**src/rtl/pwm_pkg.sv**
```systemverilog
// Shared definitions for the PWM generator / capture pair.
package pwm_pkg;

  // Default phase-count width, common to pwm (hi/lo inputs) and pwm_capture.
  localparam int unsigned PWM_WIDTH = 8;

  // Phase-tracking states of the capture FSM.
  typedef enum logic [1:0] {
    ST_IDLE = 2'd0,
    ST_HIGH = 2'd1,
    ST_LOW  = 2'd2
  } pwm_state_e;

endpackage

```
**src/rtl/pwm_sync_edge.sv**
```systemverilog
// Synchroniser for an asynchronous PWM input.
// Also provides one extra delay flop for rising/falling edge detection.
module pwm_sync_edge #(
  parameter int SYNC_STAGES = 2
) (
  input  logic clk,
  input  logic reset,
  input  logic d_i,
  output logic s_o,
  output logic rise_o,
  output logic fall_o
);

  logic [SYNC_STAGES-1:0] sync_q;
  logic                   s_d_q;

  // Shift the raw input through the synchroniser chain, then delay once more.
  always_ff @(posedge clk or posedge reset) begin
    if (reset) begin
      sync_q <= '0;
      s_d_q  <= 1'b0;
    end else begin
      // NOTE: non-blocking assignments make every flop sample the pre-edge
      // value; a blocking chain would collapse into a single stage.
      sync_q <= {sync_q[SYNC_STAGES-2:0], d_i};
      s_d_q  <= sync_q[SYNC_STAGES-1];
    end
  end

  assign s_o    = sync_q[SYNC_STAGES-1];
  assign rise_o = s_o & ~s_d_q;
  assign fall_o = ~s_o & s_d_q;

endmodule

```
**src/rtl/pwm_capture.sv**
```systemverilog
// Measures the high/low phase widths of a PWM waveform in clk cycles and
// reports each completed period (rising edge to rising edge).
module pwm_capture
  import pwm_pkg::*;
#(
  parameter int WIDTH       = PWM_WIDTH,
  parameter int SYNC_STAGES = 2
) (
  input  logic             clk,
  input  logic             reset,
  input  logic             en,
  input  logic             pwm_i,
  output logic [WIDTH-1:0] hi_o,
  output logic [WIDTH-1:0] lo_o,
  output logic             valid_o,
  output logic             ovf_o,
  output logic             stuck_o
);

  localparam logic [WIDTH-1:0] CNT_MAX = '1;
  localparam logic [WIDTH-1:0] CNT_ONE = WIDTH'(1);

  logic s, rise, fall;

  pwm_state_e       state_q,  state_d;
  logic [WIDTH-1:0] hi_cnt_q, hi_cnt_d;
  logic [WIDTH-1:0] lo_cnt_q, lo_cnt_d;
  logic [WIDTH-1:0] hi_q,     hi_d;
  logic [WIDTH-1:0] lo_q,     lo_d;
  logic             ovf_q,    ovf_d;
  logic             valid_q,  valid_d;
  logic             stuck_q,  stuck_d;

  pwm_sync_edge #(
    .SYNC_STAGES(SYNC_STAGES)
  ) u_sync_edge (
    .clk    (clk),
    .reset  (reset),
    .d_i    (pwm_i),
    .s_o    (s),
    .rise_o (rise),
    .fall_o (fall)
  );

  // Next-state logic: phase FSM, saturating counters and report capture.
  always_comb begin
    // NOTE: every target gets a default first so no path leaves a value
    // unassigned, which would otherwise infer a latch.
    state_d  = state_q;
    hi_cnt_d = hi_cnt_q;
    lo_cnt_d = lo_cnt_q;
    hi_d     = hi_q;
    lo_d     = lo_q;
    ovf_d    = ovf_q;
    valid_d  = 1'b0;

    if (!en) begin
      // Disable wins over any edge; the partial period is dropped.
      state_d  = ST_IDLE;
      hi_cnt_d = '0;
      lo_cnt_d = '0;
    end else begin
      unique case (state_q)
        ST_IDLE: begin
          if (rise) begin
            state_d  = ST_HIGH;
            hi_cnt_d = CNT_ONE;
            lo_cnt_d = '0;
          end
        end
        ST_HIGH: begin
          if (fall) begin
            state_d  = ST_LOW;
            lo_cnt_d = CNT_ONE;
          end else if (s && hi_cnt_q != CNT_MAX) begin
            hi_cnt_d = hi_cnt_q + 1'b1;
          end
        end
        ST_LOW: begin
          if (rise) begin
            hi_d     = hi_cnt_q;
            lo_d     = lo_cnt_q;
            ovf_d    = (hi_cnt_q == CNT_MAX) || (lo_cnt_q == CNT_MAX);
            valid_d  = 1'b1;
            state_d  = ST_HIGH;
            hi_cnt_d = CNT_ONE;
          end else if (!s && lo_cnt_q != CNT_MAX) begin
            lo_cnt_d = lo_cnt_q + 1'b1;
          end
        end
        default: begin
          state_d  = ST_IDLE;
          hi_cnt_d = '0;
          lo_cnt_d = '0;
        end
      endcase
    end

    // Registered view of "active-phase counter saturated", aligned with it.
    stuck_d = ((state_d == ST_HIGH) && (hi_cnt_d == CNT_MAX)) ||
              ((state_d == ST_LOW)  && (lo_cnt_d == CNT_MAX));
  end

  // State, counter and output registers.
  always_ff @(posedge clk or posedge reset) begin
    if (reset) begin
      state_q  <= ST_IDLE;
      hi_cnt_q <= '0;
      lo_cnt_q <= '0;
      hi_q     <= '0;
      lo_q     <= '0;
      ovf_q    <= 1'b0;
      valid_q  <= 1'b0;
      stuck_q  <= 1'b0;
    end else begin
      state_q  <= state_d;
      hi_cnt_q <= hi_cnt_d;
      lo_cnt_q <= lo_cnt_d;
      hi_q     <= hi_d;
      lo_q     <= lo_d;
      ovf_q    <= ovf_d;
      valid_q  <= valid_d;
      stuck_q  <= stuck_d;
    end
  end

  assign hi_o    = hi_q;
  assign lo_o    = lo_q;
  assign ovf_o   = ovf_q;
  assign valid_o = valid_q;
  assign stuck_o = stuck_q;

endmodule

```
**config.mk**
```make
export PLATFORM = sky130hd
export DESIGN_NAME = pwm_capture
export DESIGN_NICKNAME = d
export VERILOG_FILES = /design/src/rtl/pwm_pkg.sv /design/src/rtl/pwm_sync_edge.sv /design/src/rtl/pwm_capture.sv
export SDC_FILE = /design/constraint.sdc
export NUM_CORES = 1
export LEC_CHECK = 0
export CORE_UTILIZATION = 60
export CTS_BUF_LIST = sky130_fd_sc_hd__clkbuf_8
export CTS_CLUSTER_SIZE = 16
export DETAILED_ROUTE_END_ITERATION = 10
export GPL_TIMING_DRIVEN = 0
export PLACE_DENSITY = 0.84
export SYNTH_ARGS = -nofsm -noshare
export SYNTH_HDL_FRONTEND = slang
export SYNTH_SLANG_ARGS = --single-unit
```
**constraint.sdc**
```tcl
create_clock -name clk -period 3.4 [get_ports clk]
set_clock_uncertainty 0.15 [all_clocks]
set_input_delay 0.68 -clock clk [delete_from_list [all_inputs] [get_ports clk]]
set_output_delay 0.68 -clock clk [all_outputs]
set_load 0.01 [all_outputs]
```
## Word-level counts from Yosys, hierarchy flattened

Cells that the tools add are included.

- Bits of input ports: 4
- Output and inout bits: 19
- Register bits: 40
- Logic and storage cells: 54

- Equality and inequality tests: 10
- Multiplexer cells: 18
- $add $sub $neg: 2
- Reductions and logical operators: 10
- Bitwise gates (word level): 4

Operators with widths:

| operator | number |
|---|---|
| 8-bit two-way mux | 9 |
| 8-bit equality test (second input constant) | 4 |
| 8-bit case mux with 3 select lines | 1 |
| 8-bit by 1-bit adder with 8-bit output (second input constant) | 2 |
| 8-bit inequality test (second input constant) | 2 |
| 8-bit case mux with 2 select lines | 1 |
| 2-bit two-way mux | 3 |
| 2-bit by 1-bit equality test with 1-bit output (second input constant) | 2 |
| 2-bit equality test (second input constant) | 2 |
| 1-bit logical AND | 4 |
| 2-bit case mux with 2 select lines | 1 |
| 1-bit two-way mux | 3 |
| 3-bit AND reduction | 1 |
| 1-bit bitwise AND | 2 |
| 2-bit zero test | 1 |
| 1-bit logical OR | 2 |
| 1-bit NOT | 2 |
| 2-bit OR reduction | 1 |
| 1-bit zero test | 1 |

## Logic depth before layout (Yosys ltp)

Gate-level depths: netlist of run 1.

- Depth after elaboration: 9
- Mapped depth: 8
- Gate-level depth less buffers: 7

## Modules after synthesis

A second synthesis of run 1 with hierarchy kept.

- Cells, all modules: 221
- Area, all modules: 2,173.3 µm²

By module, submodules not included:

| module | area each (µm²) | times used | cells an instance | seq. area each (µm²) |
|---|---|---|---|---|
| pwm_capture | 2,079.5 | 1 | 215 | 925.9 |
| pwm_sync_edge | 93.8 | 1 | 6 | 75.1 |

## Worst setup path before layout of run 1

Ideal clock, no wire load.

- Path kind: register -> register
- From: reg lo_cnt_q[0]
- To: reg stuck_q, in the netlist stuck_o
- Data required time: 3.146 ns
- Period minus slack after synthesis: 2.145 ns
- Slack: 1.255 ns
- Path buffers: 1
- Data arrival time: 1.891 ns
- Cell stages (with the launch flop): 9
- Library setup time: 0.104 ns
- Cells stage by stage: dfrtp_1 -> ha_1 -> nand3_1 -> or2_1 -> buf_6 -> a21o_1 -> a21oi_2 -> or3b_1 -> o41ai_2

- Longest elaborated chain between the ends: 9
- Elaborated cells between the ends (all ways): 12
- Classes of those cells: add/sub (1); eq/ne (2); mux (6); reduce/logical (3)

RTL lines:

| what | line | RTL |
|---|---|---|
| from (decl) | pwm_capture.sv:27 | `logic [WIDTH-1:0] lo_cnt_q, lo_cnt_d;` |
| from (signal assigned) | pwm_capture.sv:118 | `lo_cnt_q <= lo_cnt_d;` |
| parallel branches: the longest is 2 deep, another holds 8-bit by 1-bit adder with 8-bit output | -- |  |
| 8-bit two-way mux (*) | pwm_capture.sv:87 | `end else if (!s && lo_cnt_q != CNT_MAX) begin` |
| 8-bit two-way mux (*) | pwm_capture.sv:80 | `if (rise) begin` |
| 8-bit case mux with 3 select lines (*) | pwm_capture.sv:63 | `unique case (state_q)` |
| 8-bit two-way mux (*) | pwm_capture.sv:57 | `if (!en) begin` |
| net lo_cnt_d[3] | pwm_capture.sv:27 |  |
| 8-bit equality test (*) | pwm_capture.sv:101 | `((state_d == ST_LOW) && (lo_cnt_d == CNT_MAX));` |
| 1-bit logical AND (*) | pwm_capture.sv:101 |  |
| 1-bit logical OR (*) | pwm_capture.sv:100 | `stuck_d = ((state_d == ST_HIGH) && (hi_cnt_d == CNT_MAX)) \|\|` |
| net stuck_d | pwm_capture.sv:32 | `logic stuck_q, stuck_d;` |
| to (signal assigned) | pwm_capture.sv:123 | `stuck_q <= stuck_d;` |
| to (decl) | pwm_capture.sv:32 |  |

Mark *: on every way through the listed nets, which the timed path passes.
A chain may end at the register's enable or synchronous reset.

## Worst setup path after layout of run 1

- From: in en
- To: reg lo_q[7], in the netlist lo_o[7]

- Longest elaborated chain between the ends: 1

RTL lines:

| what | line | RTL |
|---|---|---|
| from (decl) | pwm_capture.sv:11 | `input logic en,` |
| 3-bit AND reduction (no line) | -- |  |
| to (signal assigned) | pwm_capture.sv:120 | `lo_q <= lo_d;` |
| to (decl) | pwm_capture.sv:29 | `logic [WIDTH-1:0] lo_q, lo_d;` |

Every way passes these cells.

==> flow_summary.yaml, run 1 <==
placement:
  io_buffers: 22
  dp_hpwl_um: 3390
  dpl-instance-area_um2: 2390
  gp_congestion: 0.916
route:
  antenna_left: 0
  vias: 1690
  wire_per_inst_um: 17.0
  wl_um: 4680
  initialDrtViolationCount: 92
  dr.pass1.iters: 4
  drc: 0
  routed_via_density: 6.15
timing:
  fin_crit_ns: 2.81
  finalMaxSlewViolations: 0
  finalHoldViolCount: 0
  fin_crit_sh_pct: 82.5
  fin_setup_tns_ns: 0
  max_freq_mhz: 356
  setup_viol: 0
  tightest_slew_ns: 0.826
  max-slew-margin-rel_pct: 44.7
  grt_setup_unrepaired: "no"
setup_path:
  cp.required_ns: 3.43
  regToRegStartpoint: "u_sync_edge.sync_q[1]"
  crit_arrival_ns: 2.83
  cp-start-kind: "input pin"
  cp_max_fo: 10
  worst-r2r-setup-slack_ns: 0.77
  crit_type: "input pin to flop"
  crit_path_end_kind: "flop"
  rr_worst_depth: 5
  r2r_end: "lo_o[7]"
clocking:
  ctsResizeCount: 0
  cts.sinks: 40
  cts_tree: "yes"
  cts_buffer_depth: 2
  htree_levels: 2
  ctsHoldBuffers: 0
  numCtsBuffers: 5
  root_buffer: "clkbuf_8"
  clk_latency_ns: 0.29
  clkTransAtPathRegs_ns: 0.07
  post_cts_buffers: 0
die:
  dieArea_um2: 3750
  die_x_um: 61.3
  die_h_um: 61.3
  ioPinCount: 23
  rows: 21
  core_area_um2: 3360
  start_util_pct: 62.7
global_routing:
  grt_pass1_wl_um: 7500
  grt_util_all_layers_pct: 27.9
  overflow: 0
  grt_max_degree: 41
  grt_pass1_vias: 1649
  antenna_found_initial: 0
synthesis:
  synth-seq-cells: 40
  synth_warnings: 0
  ys_seq_area_share_pct: 47.5
  yosysUniqueCellTypes: 58
  synth_edf_count: 0
  syn-instance-count: 200
  syn-num-nets: 206
  syn_avg_cell_area_um2: 10.5
  yosysTopAreaCell: "dfrtp_1"
  synth-async-reset-ratio_pct: 100
  synth_flop_cell: "dfrtp_1"
  synthesis.area_um2: 2110
  synthTopCellsByArea: "dfrtp_1 (47%), mux2_2 (8.5%), nor2_1 (2.8%)"
  synth_top_area_share_pct: 47.5
power:
  p_sw_share_pct: 24.4
  ir_drop_mv: 0.267
  clockPowerShare_pct: 34.4
  pwr-share-comb_pct: 8.8
  p_seq_share_pct: 56.8
  netSwitchingPower_uw: 211
  power_density_nw_per_um2: 349
  p_leak_uw: 0.00106
  p_int_uw: 651
job:
  cap_viol_max_count: 0
cells_and_area:
  diodes: 0
  regArea_um2: 1000
  drive_gt1_share_pct: 19.2
  fillers: 261
  nNetsFinal: 235
  multi_input_area_um2: 1010
  fin_area_um2: 2470
  area_growth_pct: 17.0
hold_path:
  min_path_type: "flop to flop"
  min_from: "u_sync_edge.sync_q[0]"
  hold_depth: 0
  hold_end: "u_sync_edge.sync_q[1]"
run_status:
  status: "completed"
-- layout make-up --
class,instances,share of cell area (%)
Sequential cell,40,40.6
Clock buffer,5,2.79
Buffer,11,3.04
Inverter,6,0.913
Timing Repair Buffer,22,8.92
Clock inverter,2,0.507
Multi-Input combinational cell,143,40.9
Tap cell,46,2.33
-- layout by cell type, fill, tap and decap left out, types with 3 or more instances in the layout --
| master | netlist | final |
|---|---|---|
| inv_1 | 6 | 5 |
| a21oi_1 | 11 | 11 |
| buf_2 | 3 | 3 |
| clkbuf_1 | 3 | 3 |
| nor2_1 | 16 | 16 |
| nand2b_1 | 4 | 4 |
| nand4_1 | 3 | 3 |
| nand3_1 | 6 | 6 |
| and2_1 | 3 | 3 |
| dfrtp_1 | 40 | 40 |
| clkdlybuf4s50_1 | 0 | 22 |
| or2_2 | 3 | 3 |
| nor2b_1 | 5 | 5 |
| buf_6 | 3 | 3 |
| a31oi_1 | 5 | 5 |
| nand2_1 | 10 | 10 |
| a41oi_1 | 3 | 3 |
| o21ai_0 | 4 | 4 |
| nor3_1 | 5 | 5 |
| mux2_2 | 16 | 16 |
| clkbuf_8 | 0 | 5 |
-- worst max-delay path by stage --
stage                            from       to  depth (start not counted)
after floorplan           lo_cnt_q[0]  stuck_o                          8
after detailed placement           en  lo_o[7]                          5
after CTS                          en  lo_o[7]                          5
after global routing               en  lo_o[3]                          5
after global placement             en  hi_o[7]                          5
final                              en  lo_o[7]                          5
-- sequential cells by signal (all words and copies together) (netlist names) --
signal / cells
lo_cnt_q: 8
u_sync_edge.sync_q: 2
ovf_o: 1
lo_o: 8
valid_o: 1
state_q: 2
hi_cnt_q: 8
u_sync_edge.s_d_q: 1
stuck_o: 1
hi_o: 8
-- cells in the mapped netlist (2+ instances only) --
cell / count
nor2b_1: 5
o21a_1: 2
o22ai_1: 2
a31oi_1: 5
ha_1: 2
and2_1: 3
inv_1: 6
nand4_1: 3
dfrtp_1: 40
nand3_1: 6
a211oi_1: 2
a21oi_1: 11
nand2_1: 10
mux2_2: 16
buf_4: 2
nand2b_1: 4
nor2_1: 16
a311oi_1: 2
nor4_1: 2
a41o_1: 2
and3_1: 2
and4_1: 2
nor3_1: 5
o211ai_1: 2
clkbuf_1: 3
buf_2: 3
nor4b_1: 2
a41oi_1: 3
or2_2: 3
buf_6: 3
o21ai_0: 4
-- critical path: stages --
cell and delay, ns:
clkdlybuf4s50_1 0.65, nand2_1 0.18, nor3_2 0.66, buf_4 0.31
mux2_2 0.35
-- metrics by stage --
step | instances | hold slack [ns] | setup WS [ns] | utilization, % | total power [µW]
4_1_cts | 275 | 0.219 | 0.670 | 73.4 | 870
3_5_place_dp | 268 | 0.200 | 0.364 | 70.9 | 573
6_report | 275 | 0.216 | 0.594 | 73.4 | 862
2_1_floorplan | 200 | 0.181 | 1.26 | - | 548
5_1_grt | 275 | 0.219 | 0.571 | 73.4 | 897
3_3_place_gp | 268 | 0.186 | 0.366 | 70.9 | 571
-- power by group through the flow --
stage	clock (µW)	sequential [µW]	combinational, µW
2_1_floorplan	0	498	49.7
3_5_place_dp	0	499	74.7
5_1_grt	322	490	84.5
4_1_cts	305	489	75.5
3_3_place_gp	0	498	73.2
6_report	296	489	75.9
-- layer usage --
metal / vias to the layer above / share of wire (%) / global-route usage, %
li1: 800 / - / -
met1: 825 / 43 / 33.9
met2: 54 / 51 / 47.4
met3: 11 / 5.0 / 7.98
met4: 0 / 1.6 / 10.1
met5: - / 0 / 0
-- kinds of logic (layout without fill, tap and decap cells) --
logic type / Yosys count / count (layout) / share of synthesized area, %
buf+inv: 17 / 46 / 4.63
compound gates: 50 / 50 / 17.4
mux: 17 / 17 / 9.02
flops: 40 / 40 / 47.5
fa+ha+maj: 2 / 2 / 1.19
simple gates: 74 / 74 / 20.2
(Power assumes the default switching activity.)
==> run 2: changes to the inputs <==
Settings changed: CORE_UTILIZATION 60 to 52, PLACE_DENSITY 0.84 to 0.77.
Clock period 3.4 ns to 2.28 ns, I/O delays scaled along.
==> flow_summary.yaml, run 2 (synthesized netlist as in run 1, its figures left out) <==
run_status:
  status: "completed"
route:
  routed_via_density: 6.35
  wire_per_inst_um: 18.1
  drc: 0
  wl_um: 5200
  antenna_left: 0
  initialDrtViolationCount: 147
  dr.pass1.iters: 4
  vias: 1828
global_routing:
  grt_pass1_vias: 1716
  overflow: 0
  grt_util_all_layers_pct: 25.8
  grt_busiest_layer: "met2"
  met3_usage_pct: 4.51
  gr-usage-met1_pct: 34.3
  grt_util_met2_pct: 40.7
  antenna_found_initial: 0
  grt_pass1_wl_um: 8260
  grt_max_degree: 41
setup_path:
  crit_type: "flop to flop"
  cp-start-kind: "flop"
  r2r_end: "stuck_o"
  cp.required_ns: 2.31
  crit_path_end_kind: "flop"
  regToRegStartpoint: "lo_cnt_q[0]"
  crit_arrival_ns: 2.31
  rr_worst_depth: 8
  worst-r2r-setup-slack_ns: 0.003
  cp_max_fo: 7
clocking:
  htree_levels: 2
  cts_buffer_depth: 2
  root_buffer: "clkbuf_8"
  numCtsBuffers: 5
  clkTransAtPathRegs_ns: 0.08
  cts_tree: "yes"
  ctsHoldBuffers: 0
  clk_latency_ns: 0.30
  cts.sinks: 40
die:
  ioPinCount: 23
  die_h_um: 65.7
  start_util_pct: 55.9
  core_area_um2: 3770
  dieArea_um2: 4310
  rows: 22
  die_x_um: 65.7
placement:
  dpl-instance-area_um2: 2390
  dp.cells: 270
  io_buffers: 22
  dp_hpwl_um: 3610
  gp_congestion: 0.966
cells_and_area:
  fin_area_um2: 2630
  fillers: 255
  layout_commonest_cell: "dfrtp_1"
  multi_input_area_um2: 1070
  drive_gt1_share_pct: 28.7
  final_cells: 288
  layout_common_cells: "dfrtp_1 (38), clkdlybuf4s50_1 (21), mux2_2 (16), nor2_1 (16), buf_4 (13)"
  area_growth_pct: 24.6
  regArea_um2: 1000
  nNetsFinal: 245
  diodes: 0
timing:
  finalHoldViolCount: 0
  setup_viol: 0
  fin_crit_sh_pct: 99.9
  finalMaxSlewViolations: 0
  tightest_slew_ns: 0.790
  grt_setup_unrepaired: "yes"
  fin_crit_ns: 2.28
  max-slew-margin-rel_pct: 47.2
  max_freq_mhz: 439
hold_path:
  min_path_type: "flop to flop"
  hold_end: "u_sync_edge.sync_q[1]"
  hold_depth: 0
  min_from: "u_sync_edge.sync_q[0]"
power:
  p_leak_uw: 0.00116
  ir_drop_mv: 0.421
  power_density_nw_per_um2: 509
job:
  cap_viol_max_count: 0
## run 2: cell types whose count changed in the layout (fill, tap and decap cells not counted), moves of 2 or more
cell | before | now
buf_4 | 2 | 13
clkbuf_1 | 3 | 0
clkbuf_2 | 0 | 2
dfrtp_1 | 40 | 38
dfrtp_2 | 0 | 2
ha_1 | 2 | 0
## run 2: area by class of cell
cell class                      count  share of cell area [%]
Sequential cell                    40                    38.2
Tap cell                           48                    2.29
Clock buffer                        6                    3.14
Clock inverter                      2                   0.381
Timing Repair Buffer               33                    11.5
Multi-Input combinational cell    143                    40.9
Buffer                             10                    2.81
Inverter                            6                   0.857
## run 2: per-stage QoR
stage | setup TNS, ns | hold slack [ns] | setup WS, ns | total power [µW] | utilization (%)
after global placement | -6.18 | 0.183 | -0.453 | 851 | 63.3
after floorplan | 0 | 0.181 | 0.135 | 817 | -
after detailed placement | -7.18 | 0.201 | -0.530 | 856 | 63.3
after global routing | -0.0810 | 0.226 | -0.0810 | 1380 | 69.7
after CTS | 0 | 0.219 | 0.00272 | 1340 | 67.6
final | 0 | 0.212 | 0.00324 | 1340 | 69.7
## run 2: how the worst max path moves through the flow
stage | end | startpoint | cells after the start
after detailed placement | hi_o[7] | en | 5
final | stuck_o | lo_cnt_q[0] | 8
after CTS | stuck_o | lo_cnt_q[0] | 8
after global routing | stuck_o | lo_cnt_q[0] | 8
after floorplan | stuck_o | lo_cnt_q[0] | 8
after global placement | lo_o[0] | en | 5
## run 2: power breakdown
part | leakage [µW] | switching [µW] | internal, µW
clock | 0.0000510 | 242 | 241
combinational | 0.000566 | 75.6 | 49.1
sequential | 0.000547 | 9.01 | 720
## run 2: worst max-delay path, stage by stage, from the launching register on
cell	delay, ns
dfrtp_1	0.38
ha_2	0.21
nand3_2	0.10
or2_1	0.24
buf_6	0.14
a21o_1	0.16
a21oi_2	0.15
or3b_4	0.41
o41ai_4	0.21
## run 2: metal layers
layer / vias to the layer above / share of wire [%]
met3: 21 / 7.3
met4: 0 / 3.4
li1: 827 / -
met1: 878 / 43
met2: 102 / 47
met5: - / 0
## run 2: timing repair
item / in CTS / in global routing
gates resized for setup: 7 / 12
endpoints found under the setup margin: 18 / 1
gates cloned: 0 / 0
pin swaps: 5 / 7
buffers inserted: 7 / 4
==> run 3: changes to the inputs <==
Settings changed: CTS_CLUSTER_SIZE 16 to not set.
==> results of run 3 <==
The final DEF is identical to that of run 2; final timing and power are the same.
